[src/rtl/cenn_pkg.sv]
// Shared CeNN fixed-point / pixel definitions used by the pre- and post-processing paths.
package cenn_pkg;

    localparam int WIDTH_RGB   = 8;
    localparam int WIDTH_FIXED = 15;
    localparam int FRAC_BITS   = 9;
    localparam int FIXED_ONE   = 32'd1 << FRAC_BITS;

    typedef logic signed [WIDTH_FIXED-1:0] fixed_t;
    typedef logic [WIDTH_RGB-1:0]          pix_t;

    // Saturating 16-bit increment, sticks at all-ones.
    function automatic logic [15:0] sat_inc16(input logic [15:0] v);
        if (v == 16'hFFFF) begin
            return v;
        end else begin
            return v + 16'd1;
        end
    endfunction

endpackage

[src/rtl/fixed2uint.sv]
// Two-stage saturate + linear map from signed fixed-point to an unsigned gray level.
// The sat flag output exists only when POSTPROC_SAT_COUNT_EN is defined.
module fixed2uint
    import cenn_pkg::*;
#(
    parameter int width_RGB   = WIDTH_RGB,
    parameter int width_fixed = WIDTH_FIXED,
    parameter int frac_bits   = FRAC_BITS
) (
    input  logic                          clk,
    input  logic                          rst_n,
    input  logic                          en,
    input  logic                          src_valid,
    input  logic signed [width_fixed-1:0] src,
    output logic                          dst_valid,
    output logic [width_RGB-1:0]          dst_gray
`ifdef POSTPROC_SAT_COUNT_EN
    ,
    output logic                          dst_sat
`endif
);

    localparam int XS_W  = frac_bits + 2;
    localparam int MAP_W = XS_W + width_RGB;
    localparam logic signed [width_fixed-1:0] POS_ONE = width_fixed'(32'sd1 << frac_bits);
    localparam logic signed [width_fixed-1:0] NEG_ONE = width_fixed'(-(32'sd1 << frac_bits));

    logic signed [XS_W-1:0]  xs_s;
    logic signed [XS_W-1:0]  xs_r;
    logic                    v1_r;
    logic [MAP_W-1:0]        diff_s;
    logic [MAP_W-1:0]        map_s;
    logic [width_RGB-1:0]    gray_s;
    logic                    map_unused_s;

    // Stage 1 combinational clamp to [-one, +one]; the clamped value fits XS_W bits.
    always_comb begin
        xs_s = XS_W'(src);
        if (src > POS_ONE) begin
            xs_s = XS_W'(POS_ONE);
        end else if (src < NEG_ONE) begin
            xs_s = XS_W'(NEG_ONE);
        end else begin
            xs_s = XS_W'(src);
        end
    end

    // Stage 2 combinational map: ((one - xs) * 255 + one) >> (frac_bits + 1).
    always_comb begin
        diff_s = MAP_W'(32'd1 << frac_bits) - {{width_RGB{xs_r[XS_W-1]}}, xs_r};
        map_s  = diff_s * MAP_W'((32'd1 << width_RGB) - 32'd1) + MAP_W'(32'd1 << frac_bits);
        gray_s = map_s[frac_bits+1 +: width_RGB];
    end

    assign map_unused_s = ^{map_s[MAP_W-1], map_s[frac_bits:0]};

    // Both stages advance together under the shared enable.
    always_ff @(posedge clk or negedge rst_n) begin
        if (!rst_n) begin
            v1_r      <= 1'b0;
            xs_r      <= '0;
            dst_valid <= 1'b0;
            dst_gray  <= '0;
        end else if (en) begin
            v1_r      <= src_valid;
            xs_r      <= xs_s;
            dst_valid <= v1_r;
            dst_gray  <= gray_s;
        end
    end

`ifdef POSTPROC_SAT_COUNT_EN
    logic sat_s;
    logic sat1_r;

    assign sat_s = (src > POS_ONE) || (src < NEG_ONE);

    // Clamp flag travels alongside the data through both stages.
    always_ff @(posedge clk or negedge rst_n) begin
        if (!rst_n) begin
            sat1_r  <= 1'b0;
            dst_sat <= 1'b0;
        end else if (en) begin
            sat1_r  <= sat_s;
            dst_sat <= sat1_r;
        end
    end
`endif

endmodule

[src/rtl/postprocessing.sv]
// CeNN output post-processing: fixed-point cell values -> gray/RGB pixels with raster markers.
// Define POSTPROC_SAT_COUNT_EN to add the per-frame saturation counter (sat_count port).
module postprocessing
    import cenn_pkg::*;
#(
    parameter int width_RGB   = WIDTH_RGB,
    parameter int width_fixed = WIDTH_FIXED,
    parameter int frac_bits   = FRAC_BITS,
    parameter int img_w       = 64,
    parameter int img_h       = 64
) (
    input  logic                          clk,
    input  logic                          rst_n,
    input  logic                          in_valid,
    output logic                          in_ready,
    input  logic signed [width_fixed-1:0] fixed,
    output logic                          out_valid,
    input  logic                          out_ready,
    output logic [width_RGB-1:0]          gray,
    output logic [width_RGB-1:0]          R,
    output logic [width_RGB-1:0]          G,
    output logic [width_RGB-1:0]          B,
    output logic                          eol,
    output logic                          eof
`ifdef POSTPROC_SAT_COUNT_EN
    ,
    output logic [15:0]                   sat_count
`endif
);

    localparam int CW = (img_w > 1) ? $clog2(img_w) : 1;
    localparam int RW = (img_h > 1) ? $clog2(img_h) : 1;
    localparam logic [CW-1:0] COL_LAST = CW'(img_w - 1);
    localparam logic [RW-1:0] ROW_LAST = RW'(img_h - 1);

    logic          adv_s;
    logic          fire_s;
    logic          col_last_s;
    logic          row_last_s;
    logic [CW-1:0] col_r;
    logic [RW-1:0] row_r;

    assign adv_s    = !out_valid || out_ready;
    assign in_ready = adv_s;
    assign fire_s   = out_valid && out_ready;

`ifdef POSTPROC_SAT_COUNT_EN
    logic sat_s;
`endif

    fixed2uint #(
        .width_RGB  (width_RGB),
        .width_fixed(width_fixed),
        .frac_bits  (frac_bits)
    ) u_map (
        .clk      (clk),
        .rst_n    (rst_n),
        .en       (adv_s),
        .src_valid(in_valid),
        .src      (fixed),
        .dst_valid(out_valid),
        .dst_gray (gray)
`ifdef POSTPROC_SAT_COUNT_EN
        ,
        .dst_sat  (sat_s)
`endif
    );

    assign R = gray;
    assign G = gray;
    assign B = gray;

    // col/row always name the raster position of the beat currently on the output.
    assign col_last_s = (col_r == COL_LAST);
    assign row_last_s = (row_r == ROW_LAST);
    assign eol        = out_valid && col_last_s;
    assign eof        = eol && row_last_s;

    // Raster counters step only on a delivered beat.
    always_ff @(posedge clk or negedge rst_n) begin
        if (!rst_n) begin
            col_r <= '0;
            row_r <= '0;
        end else if (fire_s) begin
            if (col_last_s) begin
                col_r <= '0;
                row_r <= row_last_s ? '0 : row_r + RW'(1);
            end else begin
                col_r <= col_r + CW'(1);
            end
        end
    end

`ifdef POSTPROC_SAT_COUNT_EN
    logic [15:0] acc_r;
    logic [15:0] acc_next_s;

    // Accumulator value including the beat being delivered this cycle.
    always_comb begin
        acc_next_s = acc_r;
        if (fire_s && sat_s) begin
            acc_next_s = sat_inc16(acc_r);
        end else begin
            acc_next_s = acc_r;
        end
    end

    // Publish the frame total on the eof handshake and restart counting.
    always_ff @(posedge clk or negedge rst_n) begin
        if (!rst_n) begin
            acc_r     <= 16'd0;
            sat_count <= 16'd0;
        end else if (fire_s && eof) begin
            sat_count <= acc_next_s;
            acc_r     <= 16'd0;
        end else begin
            acc_r     <= acc_next_s;
        end
    end
`endif

endmodule
[config.mk]
export PLATFORM = sky130hd
export DESIGN_NAME = postprocessing
export DESIGN_NICKNAME = d
export VERILOG_FILES = /design/src/rtl/cenn_pkg.sv /design/src/rtl/fixed2uint.sv /design/src/rtl/postprocessing.sv
export SDC_FILE = /design/constraint.sdc
export NUM_CORES = 1
export LEC_CHECK = 0
export CORE_MARGIN = 1
export CORE_UTILIZATION = 56
export DETAILED_ROUTE_END_ITERATION = 10
export GPL_ROUTABILITY_DRIVEN = 0
export PLACE_DENSITY = 0.82
export SYNTH_ARGS = -nofsm -noshare
export SYNTH_HDL_FRONTEND = slang
export SYNTH_SLANG_ARGS = --single-unit
[constraint.sdc]
create_clock -name clk -period 6.9 [get_ports clk]
set_input_delay 0.69 -clock clk [delete_from_list [all_inputs] [get_ports clk]]
set_output_delay 0.69 -clock clk [all_outputs]
set_load 0.02 [all_outputs]
==> results of run 1 <==
-- cell usage after synthesis, types with 2 or more instances --
cell type  number
inv_1          80
ha_1           43
fa_1           41
dfrtp_1        33
nand2_1        33
xnor2_1        25
buf_4          24
nor2_1         16
xor2_1         14
a21oi_1        13
o21ai_0        10
a21o_1          7
nand3_1         7
nor3_1          7
nand4_1         5
a31oi_1         4
and3_1          4
clkbuf_1        4
o22ai_1         4
a22o_1          3
or2_2           3
a22oi_1         2
a311oi_1        2
and2_1          2
inv_2           2
mux2i_1         2
nand2b_1        2
nor2b_1         2
nor3_4          2
o21ai_1         2
o31ai_1         2
or3_1           2
or4_1           2
-- cell usage in the layout (no fill, tap or decap), types with 2 or more instances in the layout --
master / count
clkdlybuf4s50_1: 54
or3_1: 2
inv_1: 80
nand2b_1: 2
nor3_1: 7
a22o_1: 3
o31ai_1: 2
nand4_1: 5
ha_1: 43
and2_1: 2
fa_1: 41
clkbuf_8: 6
or2_2: 3
xnor2_1: 25
nor3_4: 2
nor2b_1: 2
dfrtp_1: 33
a22oi_1: 2
xor2_1: 14
a21o_1: 7
and3_1: 4
a21oi_1: 13
or4_1: 2
a311oi_1: 2
mux2i_1: 2
o21ai_0: 10
o22ai_1: 4
a31oi_1: 4
nand2_1: 33
inv_2: 2
nor2_1: 16
o21ai_1: 2
nand3_1: 7
buf_4: 3
-- power by group through the flow --
| stage | combinational [uW] | clock (uW) | sequential, uW |
|---|---|---|---|
| 3_5_place_dp | 1280 | 0 | 293 |
| 2_1_floorplan | 935 | 0 | 316 |
| 5_1_grt | 1430 | 203 | 299 |
| 4_1_cts | 1290 | 192 | 291 |
| 3_3_place_gp | 1230 | 0 | 291 |
| 6_report | 1280 | 189 | 291 |
-- final timing paths --
kind	endpoint	depth (start not counted)	start
hold / removal	u_map.dst_valid$_DFFE_PN0P_	1	u_map.v1_r$_DFFE_PN0P_
min in group asynchronous	col_r[2]$_DFFE_PN0P_	2	rst_n
hold reg to reg	u_map.dst_valid$_DFFE_PN0P_	1	u_map.v1_r$_DFFE_PN0P_
max in group asynchronous	u_map.dst_gray[7]$_DFFE_PN0P_	2	rst_n
setup reg to reg	u_map.dst_gray[6]$_DFFE_PN0P_	20	u_map.xs_r[0]$_DFFE_PN0P_
setup / recovery	u_map.dst_gray[6]$_DFFE_PN0P_	20	u_map.xs_r[0]$_DFFE_PN0P_
-- metal layers --
metal / wire (um) / vias to the layer above / global-route usage (%)
li1: - / 1398 / -
met1: 3390 / 1427 / 31.50
met2: 4196 / 67 / 43.56
met3: 304 / 13 / 4.909
met4: 131 / 0 / 4.545
met5: 0 / - / 0
-- through the flow --
stage          total power [uW]  worst slack (ps)
6_report                   1756              1077
3_5_place_dp               1569              1098
5_1_grt                    1934             711.5
2_1_floorplan              1251              1508
3_3_place_gp               1520              1271
4_1_cts                    1771              1091
-- cells by family (layout without fill, tap and decap cells) --
logic type / Yosys count / count (layout) / share of synthesized area [%]
compound gates: 56 / 56 / 9.292
xor+xnor: 40 / 40 / 9.324
simple gates: 91 / 91 / 11.76
flops: 33 / 33 / 21.15
mux: 3 / 3 / 0.8010
buf+inv: 110 / 147 / 12.88
fa+ha+maj: 84 / 84 / 34.80
-- registers in the layout, summed over array words and instances (netlist names) --
name / cells
u_map.xs_r: 11
u_map.dst_gray: 8
col_r: 6
row_r: 6
u_map.dst_valid: 1
u_map.v1_r: 1
-- area by class of cell --
| class | count | area share [%] |
|---|---|---|
| clock buffer | 7 | 1.923 |
| multi-input combinational | 274 | 57.39 |
| tap | 80 | 2.230 |
| clock inverter | 1 | 0.6689 |
| inverter | 82 | 6.856 |
| timing repair buffer | 57 | 12.54 |
| sequential | 33 | 18.39 |
-- worst max-delay path: stages, from the launching register on --
cell and delay (ps):
dfrtp_1 460, inv_1 150, ha_1 250, nand3_1 130
or3_1 340, xor2_1 250, inv_1 160, fa_1 530
inv_1 80, fa_1 480, fa_1 540, inv_1 50
fa_1 530, inv_1 40, ha_1 330, o21ai_0 240
a22oi_1 110, a21o_1 230, a311o_1 410, a311oi_1 290
o31ai_1 110
==> flow_summary.json, run 1 <==
{
  "routed_wl_mm": 8.023,
  "dr.pass1.iters": 4,
  "clock_latency_ps": 290,
  "power_switching_uw": 818.9,
  "grt_max_degree": 34,
  "synth-async-reset-ratio_pct": 100.0,
  "whs_ps": 463.6,
  "first_iter_violations": 159,
  "globalRouteTotalUtil_pct": 24.55,
  "setup.worst_path.class": "register to register",
  "multiInputGateArea_sq_um": 2576,
  "cts.reportedPaths.clkPinSlew_ps": 70,
  "die_w_um": 85.51,
  "p_int_uw": 936.8,
  "clockBufferDepth": 2,
  "syn_to_final_growth_pct": 14.96,
  "finalCritPeriodShare_pct": 84.39,
  "insertedDiodeCount": 0,
  "grt_pass1_vias": 3016,
  "drc_errors": 0,
  "startpoint_type": "register",
  "worstPathRequired_ps": 7070,
  "placementRows": 30,
  "fmax_mhz": 171.7,
  "antenna_found_initial": 0,
  "cp-end-kind": "register",
  "syn-num-nets": 520,
  "rsz0062_at_grt": "false",
  "clkSinkCount": 33,
  "core_area_sq_um": 6756,
  "final_antenna_net_count": 0,
  "pin_count": 55,
  "via_count": 2905,
  "initial_utilization_pct": 57.80,
  "power_leakage_uw": 0.002354,
  "slew_violations": 0,
  "tritoncts": "built",
  "syn-cell-area_sq_um": 3905,
  "final.min_clock_period_ps": 5823,
  "yosysTopAreaCellShare_pct": 21.15,
  "status": "complete, no violations",
  "root_buffer": "clkbuf_8",
  "cts_made_buffers": 5,
  "final_cells": 534,
  "h-tree-depth": 2,
  "switching_share_pct": 46.65,
  "grt_pass1_wl_mm": 13.85,
  "drive_gt1_share_pct": 4.405,
  "pwr-share-clk_pct": 10.8,
  "yosys.area.top_type": "dfrtp_1",
  "via_per_inst": 5.440,
  "cap_violations": 0,
  "pwr-share-seq_pct": 16.6,
  "post_cts_buffers": 0,
  "placedCellCount": 526,
  "finalClockSkew_ps": 1.964,
  "tns_ps": 0,
  "arrival_ps": 5990,
  "hold_violations": 0,
  "ys.warnings.count": 0,
  "syn_area_per_cell_sq_um": 9.364,
  "fin_util_pct": 66.44,
  "ff2ff_setup_slack_ps": 1080,
  "synth_edf_count": 0,
  "wl_per_cell_um": 15.02,
  "seqCellArea_sq_um": 825.8,
  "cts_resized": 0,
  "hp-class": "register to register",
  "synthFlopType": "dfrtp_1",
  "overflow": 0,
  "slew_headroom_pct": 42.55,
  "peakVddDrop_mv": 0.4948,
  "nets": 556,
  "synth-seq-cells": 33,
  "dp_hpwl_mm": 6.779,
  "placed_cell_area_sq_um": 4373,
  "power.density_nw_per_um2": 391.1,
  "die-area_sq_um": 7311,
  "die_h_um": 85.51,
  "path_max_fanout": 5,
  "comb_power_share_pct": 72.7,
  "worst_slew_pin_slew_ps": 855.1,
  "n_fill_cell": 537,
  "synth.area.top_cells": "dfrtp_1 21%, fa_1 21%, ha_1 14%",
  "port_buffers": 54,
  "final_cell_area_sq_um": 4489,
  "netlist_instances": 417,
  "setup_violations": 0,
  "ys_seq_area_share_pct": 21.15,
  "synth_cell_types": 46,
  "holdBufCountCts": 0
}
No activity file was read; power rests on OpenSTA's default activity.
==> run 2, diff against run 1 <==
- CORE_UTILIZATION: 56 -> 51
- PLACE_DENSITY: 0.82 -> 0.78
- clock period: 6.9 -> 5 ns (I/O delays scaled with it)
==> run 2 against run 1 <==
The run now ends with setup timing left. Register-to-register slack worse by 1100 ps. Clock power is 16% higher. Power is 64% higher. Via count is 6.1% higher. Clock skew is 2.4 ps higher. Worst hold slack worse by 3.6 ps. Sequential power is 39% higher. Non-clock buffer count is 44 higher. Clock-buffer cell count stayed put. Cell count is 12% higher. Largest cell class unchanged. Routed wire length is 9.8% higher. Setup slack worse by 1100 ps.
==> flow_summary.json, run 2 (synthesis gave the netlist of run 1 again) <==
{
  "placedCellCount": 584,
  "reg.largest.list": "u_map.xs_r: 11 flops, u_map.dst_gray: 8 flops",
  "via_per_inst": 5.162,
  "total_power_uw": 2883,
  "grt_max_degree": 34,
  "die_h_um": 89.51,
  "seqCellArea_sq_um": 828.3,
  "die-area_sq_um": 8011,
  "regMostFlops": "u_map.xs_r",
  "wl_per_cell_um": 14.76,
  "insertedDiodeCount": 0,
  "path_cells": "inv_2, ha_4, nand3_2, or3_4, xor2_4, inv_2, fa_1, inv_2, fa_1, fa_1, inv_1, fa_1, inv_2, ha_4, o21ai_2, a22oi_1, a21o_1, a311o_1, a311oi_2, o31ai_1",
  "rsz0062_at_grt": "true",
  "startpoint_type": "register",
  "multiInputGateArea_sq_um": 2808,
  "pin_count": 55,
  "cts_made_buffers": 5,
  "slew_headroom_pct": 39.71,
  "mostFrequentLayoutCell": "inv_1",
  "detailedPlace.worstSlack_ps": -166.0,
  "rr_worst_depth": 20,
  "holdBufCountCts": 0,
  "nets": 600,
  "cp_num_cells": 20,
  "antenna_found_initial": 0,
  "root_buffer": "clkbuf_8",
  "fmax_mhz": 197.4,
  "final_cells": 597,
  "max_stage_delay_ps": 520,
  "critPathSlowestCell": "fa_1",
  "finalClockSkew_ps": 4.404,
  "routed_wl_mm": 8.813,
  "hp-class": "register to register",
  "clkSinkCount": 33,
  "setup_violations": 3,
  "largest_register_ffs": 11,
  "cts.reportedPaths.clkPinSlew_ps": 70,
  "postLayoutSetupSlackWorst_ps": -65.66,
  "tritoncts": "built",
  "status": "complete, but fails checks",
  "power.density_nw_per_um2": 569.2,
  "arrival_ps": 5220,
  "first_iter_violations": 119,
  "final_antenna_net_count": 0,
  "dp_hpwl_mm": 7.227,
  "syn_to_final_growth_pct": 29.73,
  "port_buffers": 54,
  "final_cell_area_sq_um": 5066,
  "placementRows": 31,
  "slew_violations": 0,
  "setup.worst_path.class": "register to register",
  "failed_checks": "setup timing",
  "worst-path-buf-inv": 5,
  "whs_path_depth": 1,
  "drive_gt1_share_pct": 19.68,
  "die_w_um": 89.51,
  "clock_latency_ps": 280,
  "grt_pass1_wl_mm": 14.23,
  "clockBufferDepth": 2,
  "drc_errors": 0,
  "worstPathRequired_ps": 5160,
  "final.min_clock_period_ps": 5066,
  "final_cell_mix": "74 x inv_1, 54 x clkdlybuf4s50_1, 46 x buf_4",
  "power_leakage_uw": 0.002608,
  "n_fill_cell": 546,
  "whs_ps": 460.0,
  "via_count": 3082,
  "peakVddDrop_mv": 0.8128,
  "cap_violations": 0,
  "hold_violations": 0,
  "finalCritPeriodShare_pct": 101.3,
  "grt_pass1_vias": 3121,
  "cp-end-kind": "register",
  "h-tree-depth": 2,
  "path_max_fanout": 4,
  "core_area_sq_um": 7331,
  "critPathTopFamily": "adder cells",
  "worst_slew_pin_slew_ps": 897.5,
  "globalRouteTotalUtil_pct": 23.65,
  "initial_utilization_pct": 53.27,
  "placed_cell_area_sq_um": 4776,
  "overflow": 0,
  "dr.pass1.iters": 4
}
run 2: cell types whose count changed in the layout (fill, tap and decap cells not counted), sizes merged:
cell    previous run  this run
buf                3        47
bufinv             1         0
clkinv             0         1
run 2: repair_timing:
action,4_1_cts,5_1_grt
pin swaps,28,4
resized for setup,12,12
setup endpoints to repair,4,6
setup buffers,4,2
run 2: final cells by class:
cell class | instances | share of cell area (%)
Inverter | 82 | 6.076
Sequential cell | 33 | 16.35
Timing Repair Buffer | 101 | 17.71
Clock buffer | 7 | 1.902
Tap cell | 99 | 2.445
Multi-Input combinational cell | 274 | 55.42
Clock inverter | 1 | 0.09879
run 2: worst paths after layout:
kind | to | from | slack (ps)
max | u_map.dst_gray[6]$_DFFE_PN0P_ | u_map.xs_r[0]$_DFFE_PN0P_ | -70
min | u_map.dst_valid$_DFFE_PN0P_ | u_map.v1_r$_DFFE_PN0P_ | 460
max reg2reg | u_map.dst_gray[6]$_DFFE_PN0P_ | u_map.xs_r[0]$_DFFE_PN0P_ | -70
min reg2reg | u_map.dst_valid$_DFFE_PN0P_ | u_map.v1_r$_DFFE_PN0P_ | 460
max in group asynchronous | u_map.xs_r[4]$_DFFE_PN0P_ | rst_n | 4050
min in group asynchronous | col_r[4]$_DFFE_PN0P_ | rst_n | 630
run 2: routing by layer:
metal  routed length (um)  GRT usage [%]  share of wire, %  vias to the layer above
met3                  321          3.878               3.6                       12
met4                   95          5.051               1.1                        0
met1                 3723          30.18                42                     1503
li1                     -              -                 -                     1485
met5                    0              0                 0                        -
met2                 4672          42.33                53                       82
run 2: worst reg2reg max path: cells and delay by family, from the launching register on:
kind            cells  cell delay, ps
flops               1             440
compound gates      6            1180
fa+ha+maj           6            2350
buf+inv             5             310
simple gates        2             460
xor+xnor            1             220
run 2: metrics by stage:
stage / TNS, ps / utilization (%)
2_1_floorplan: 0 / -
3_3_place_gp: -13.95 / 65.15
3_5_place_dp: -454.2 / 65.15
4_1_cts: -142.4 / 68.02
5_1_grt: -977.8 / 69.11
6_report: -74.94 / 69.11
run 2: where the power goes:
part           internal, uW  switching, uW  leakage, uW  total, uW
Clock                   124           95.7    0.0000542        220
Combinational          1120           1140      0.00213       2260
Sequential              333           70.4     0.000420        404
==> run 3, diff against run 2 <==
- ABC_AREA: not set -> 1
- CORE_UTILIZATION: 51 -> 52
- PLACE_DENSITY: 0.78 -> 0.79
==> run 3 against run 2 <==
The flow now finishes without violations. Worst hold slack got worse by 2.5 ps. Register-to-register slack improved by 230 ps. Utilization decreased by 1.4 points. Fmax increased by 4.7%. Routed wire length increased by 18%. Die area increased by 7.9%. Flip-flop and latch count unchanged. Critical path type unchanged.
==> flow_summary.json, run 3 <==
{
  "final_cells": 708,
  "synth-seq-cells": 33,
  "reg.largest.list": "u_map.xs_r: 11 flops, u_map.dst_gray: 8 flops",
  "dr.pass1.iters": 6,
  "mostFrequentLayoutCell": "inv_1",
  "holdBufCountCts": 0,
  "finalCritPeriodShare_pct": 96.79,
  "overflow": 0,
  "pin_count": 55,
  "via_count": 3679,
  "drive_gt1_share_pct": 16.83,
  "grt_pass1_wl_mm": 16.32,
  "routed_wl_mm": 10.44,
  "syn_area_per_cell_sq_um": 7.914,
  "r2r-start": "u_map.xs_r[0]$_DFFE_PN0P_",
  "final.min_clock_period_ps": 4840,
  "setup.worst_path.class": "register to register",
  "rr_worst_depth": 23,
  "n_fill_cell": 622,
  "die-area_sq_um": 8647,
  "tritoncts": "built",
  "multiInputGateArea_sq_um": 3055,
  "antenna_found_initial": 0,
  "die_w_um": 92.99,
  "final_cell_mix": "110 x inv_1, 92 x nand2_1, 54 x clkdlybuf4s50_1",
  "path_max_fanout": 4,
  "post-synth-top-count-cell": "inv_1",
  "grt_max_degree": 34,
  "die_h_um": 92.99,
  "fmax_mhz": 206.6,
  "hp-class": "register to register",
  "globalRouteTotalUtil_pct": 24.09,
  "netlist_instances": 544,
  "initial_utilization_pct": 54.86,
  "insertedDiodeCount": 0,
  "port_buffers": 54,
  "synth_edf_count": 0,
  "final_antenna_net_count": 0,
  "synthFlopType": "dfrtp_1",
  "via_per_inst": 5.196,
  "placedCellCount": 686,
  "fin_util_pct": 67.73,
  "drc_errors": 0,
  "synth.area.top_cells": "dfrtp_1 19%, fa_1 19%, ha_1 12%",
  "arrival_ps": 5040,
  "placementRows": 32,
  "h-tree-depth": 2,
  "seqCellArea_sq_um": 828.3,
  "grt_pass1_vias": 3662,
  "cts.reportedPaths.clkPinSlew_ps": 70,
  "ys_seq_area_share_pct": 19.18,
  "synth_cell_types": 37,
  "min_from": "u_map.v1_r$_DFFE_PN0P_",
  "root_buffer": "clkbuf_8",
  "cp-end-kind": "register",
  "hold_path_end": "u_map.dst_valid$_DFFE_PN0P_",
  "worst_slew_pin_slew_ps": 683.3,
  "regMostFlops": "u_map.xs_r",
  "first_iter_violations": 152,
  "cap_violations": 0,
  "clkSinkCount": 33,
  "nets": 708,
  "yosysTopAreaCellShare_pct": 19.18,
  "syn_to_final_growth_pct": 23.45,
  "largest_register_ffs": 11,
  "core_area_sq_um": 7848,
  "ys.warnings.count": 0,
  "slew_headroom_pct": 54.20,
  "syn-cell-area_sq_um": 4305,
  "startpoint_type": "register",
  "status": "complete, no violations",
  "worstPathRequired_ps": 5200,
  "dp_hpwl_mm": 8.116,
  "yosys.area.top_type": "dfrtp_1",
  "yosys-top-cells-count": "120 x inv_1, 98 x nand2_1, 43 x ha_1",
  "reg2reg_to": "u_map.dst_gray[5]$_DFFE_PN0P_",
  "cts_made_buffers": 5,
  "clockBufferDepth": 2,
  "ff2ff_setup_slack_ps": 160,
  "slew_violations": 0,
  "setup.worst_path.start": "u_map.xs_r[0]$_DFFE_PN0P_",
  "syn-num-nets": 647,
  "hold_violations": 0,
  "wl_per_cell_um": 14.75,
  "synth-async-reset-ratio_pct": 100.0,
  "finalClockSkew_ps": 6.452,
  "clock_latency_ps": 290,
  "setup_violations": 0,
  "whs_path_depth": 2
}
==> run 3: changes by cell type after synthesis, sizes merged, moves of 3 or more <==
cell and change:
nand2 +69, inv +40, nor2 +29, nand3 +24, xnor2 -17, o21ai +11
xor2 +6, a21o -5, and3 -4, o22ai -4, a22o -3, o21bai +3
==> run 3: logic make-up after synthesis <==
| family | share of synthesized area, % |
|---|---|
| XOR/XNOR | 6.481 |
| AND/OR/NAND/NOR | 20.72 |
| buffers and inverters | 15.29 |
| AO/OA/AOI/OAI | 6.771 |
| adder cells (fa/ha/maj) | 31.56 |
| flip-flops | 19.18 |
==> run 3: through the flow <==
step	TNS (ps)	cell area, sq um	setup slack (ps)	hold slack, ps
4_1_cts	0	4977	50.33	459.7
6_report	0	5315	160.5	457.5
2_1_floorplan	0	4305	156.7	204.4
3_5_place_dp	-40.20	4883	-40.20	443.2
3_3_place_gp	0	4883	25.61	431.6
5_1_grt	-312.9	5315	-94.00	493.0
==> run 3: timing repair <==
| action | 4_1_cts | 5_1_grt |
|---|---|---|
| pin swaps | 0 | 27 |
| endpoints found under the setup margin | 2 | 8 |
| setup buffers | 0 | 14 |
| gates resized for setup | 2 | 54 |
==> run 3: critical path: stages, from the launching register on <==
cell and delay [ps]:
dfrtp_1 410, buf_6 140, nor2_8 130, nand3_4 90, nor2_4 200, xor2_4 220
nand2_2 80, inv_2 80, nor2_2 50, ha_1 190, or2_4 250, fa_1 500
fa_1 560, inv_2 50, fa_1 520, inv_1 60, ha_4 290, buf_4 130
nand2_1 90, o21ai_0 260, a21oi_1 150, nand2_1 100, nand2_1 50, a31oi_1 130
==> run 3: worst max-delay path by stage <==
stage	to	slack [ps]	cells after the start
6_report	u_map.dst_gray[5]$_DFFE_PN0P_	160	23
5_1_grt	u_map.dst_gray[7]$_DFFE_PN0P_	-90	26
4_1_cts	u_map.dst_gray[6]$_DFFE_PN0P_	50	26
3_5_place_dp	u_map.dst_gray[6]$_DFFE_PN0P_	-40	26
3_3_place_gp	u_map.dst_gray[6]$_DFFE_PN0P_	30	26
2_1_floorplan	u_map.dst_gray[7]$_DFFE_PN0P_	160	24
==> run 3: area by class of cell <==
class | count | area share, %
multi-input cells | 360 | 57.49
flip-flops and latches | 33 | 15.58
repair buffers | 82 | 14.19
inverters | 123 | 8.710
well taps | 102 | 2.401
clock buffers | 5 | 1.295
clock inverters | 3 | 0.3296
==> run 3: metal layers <==
layer / wire length, um / global-route usage, %
met2: 5509 / 43.08
met4: 199 / 5.897
met3: 406 / 3.089
met1: 4325 / 30.81
met5: 0 / 0
Power of run 3 is left out: the tool's default activity adds up to more than one toggle a clock period on the data nets, which glitch-free logic cannot reach.
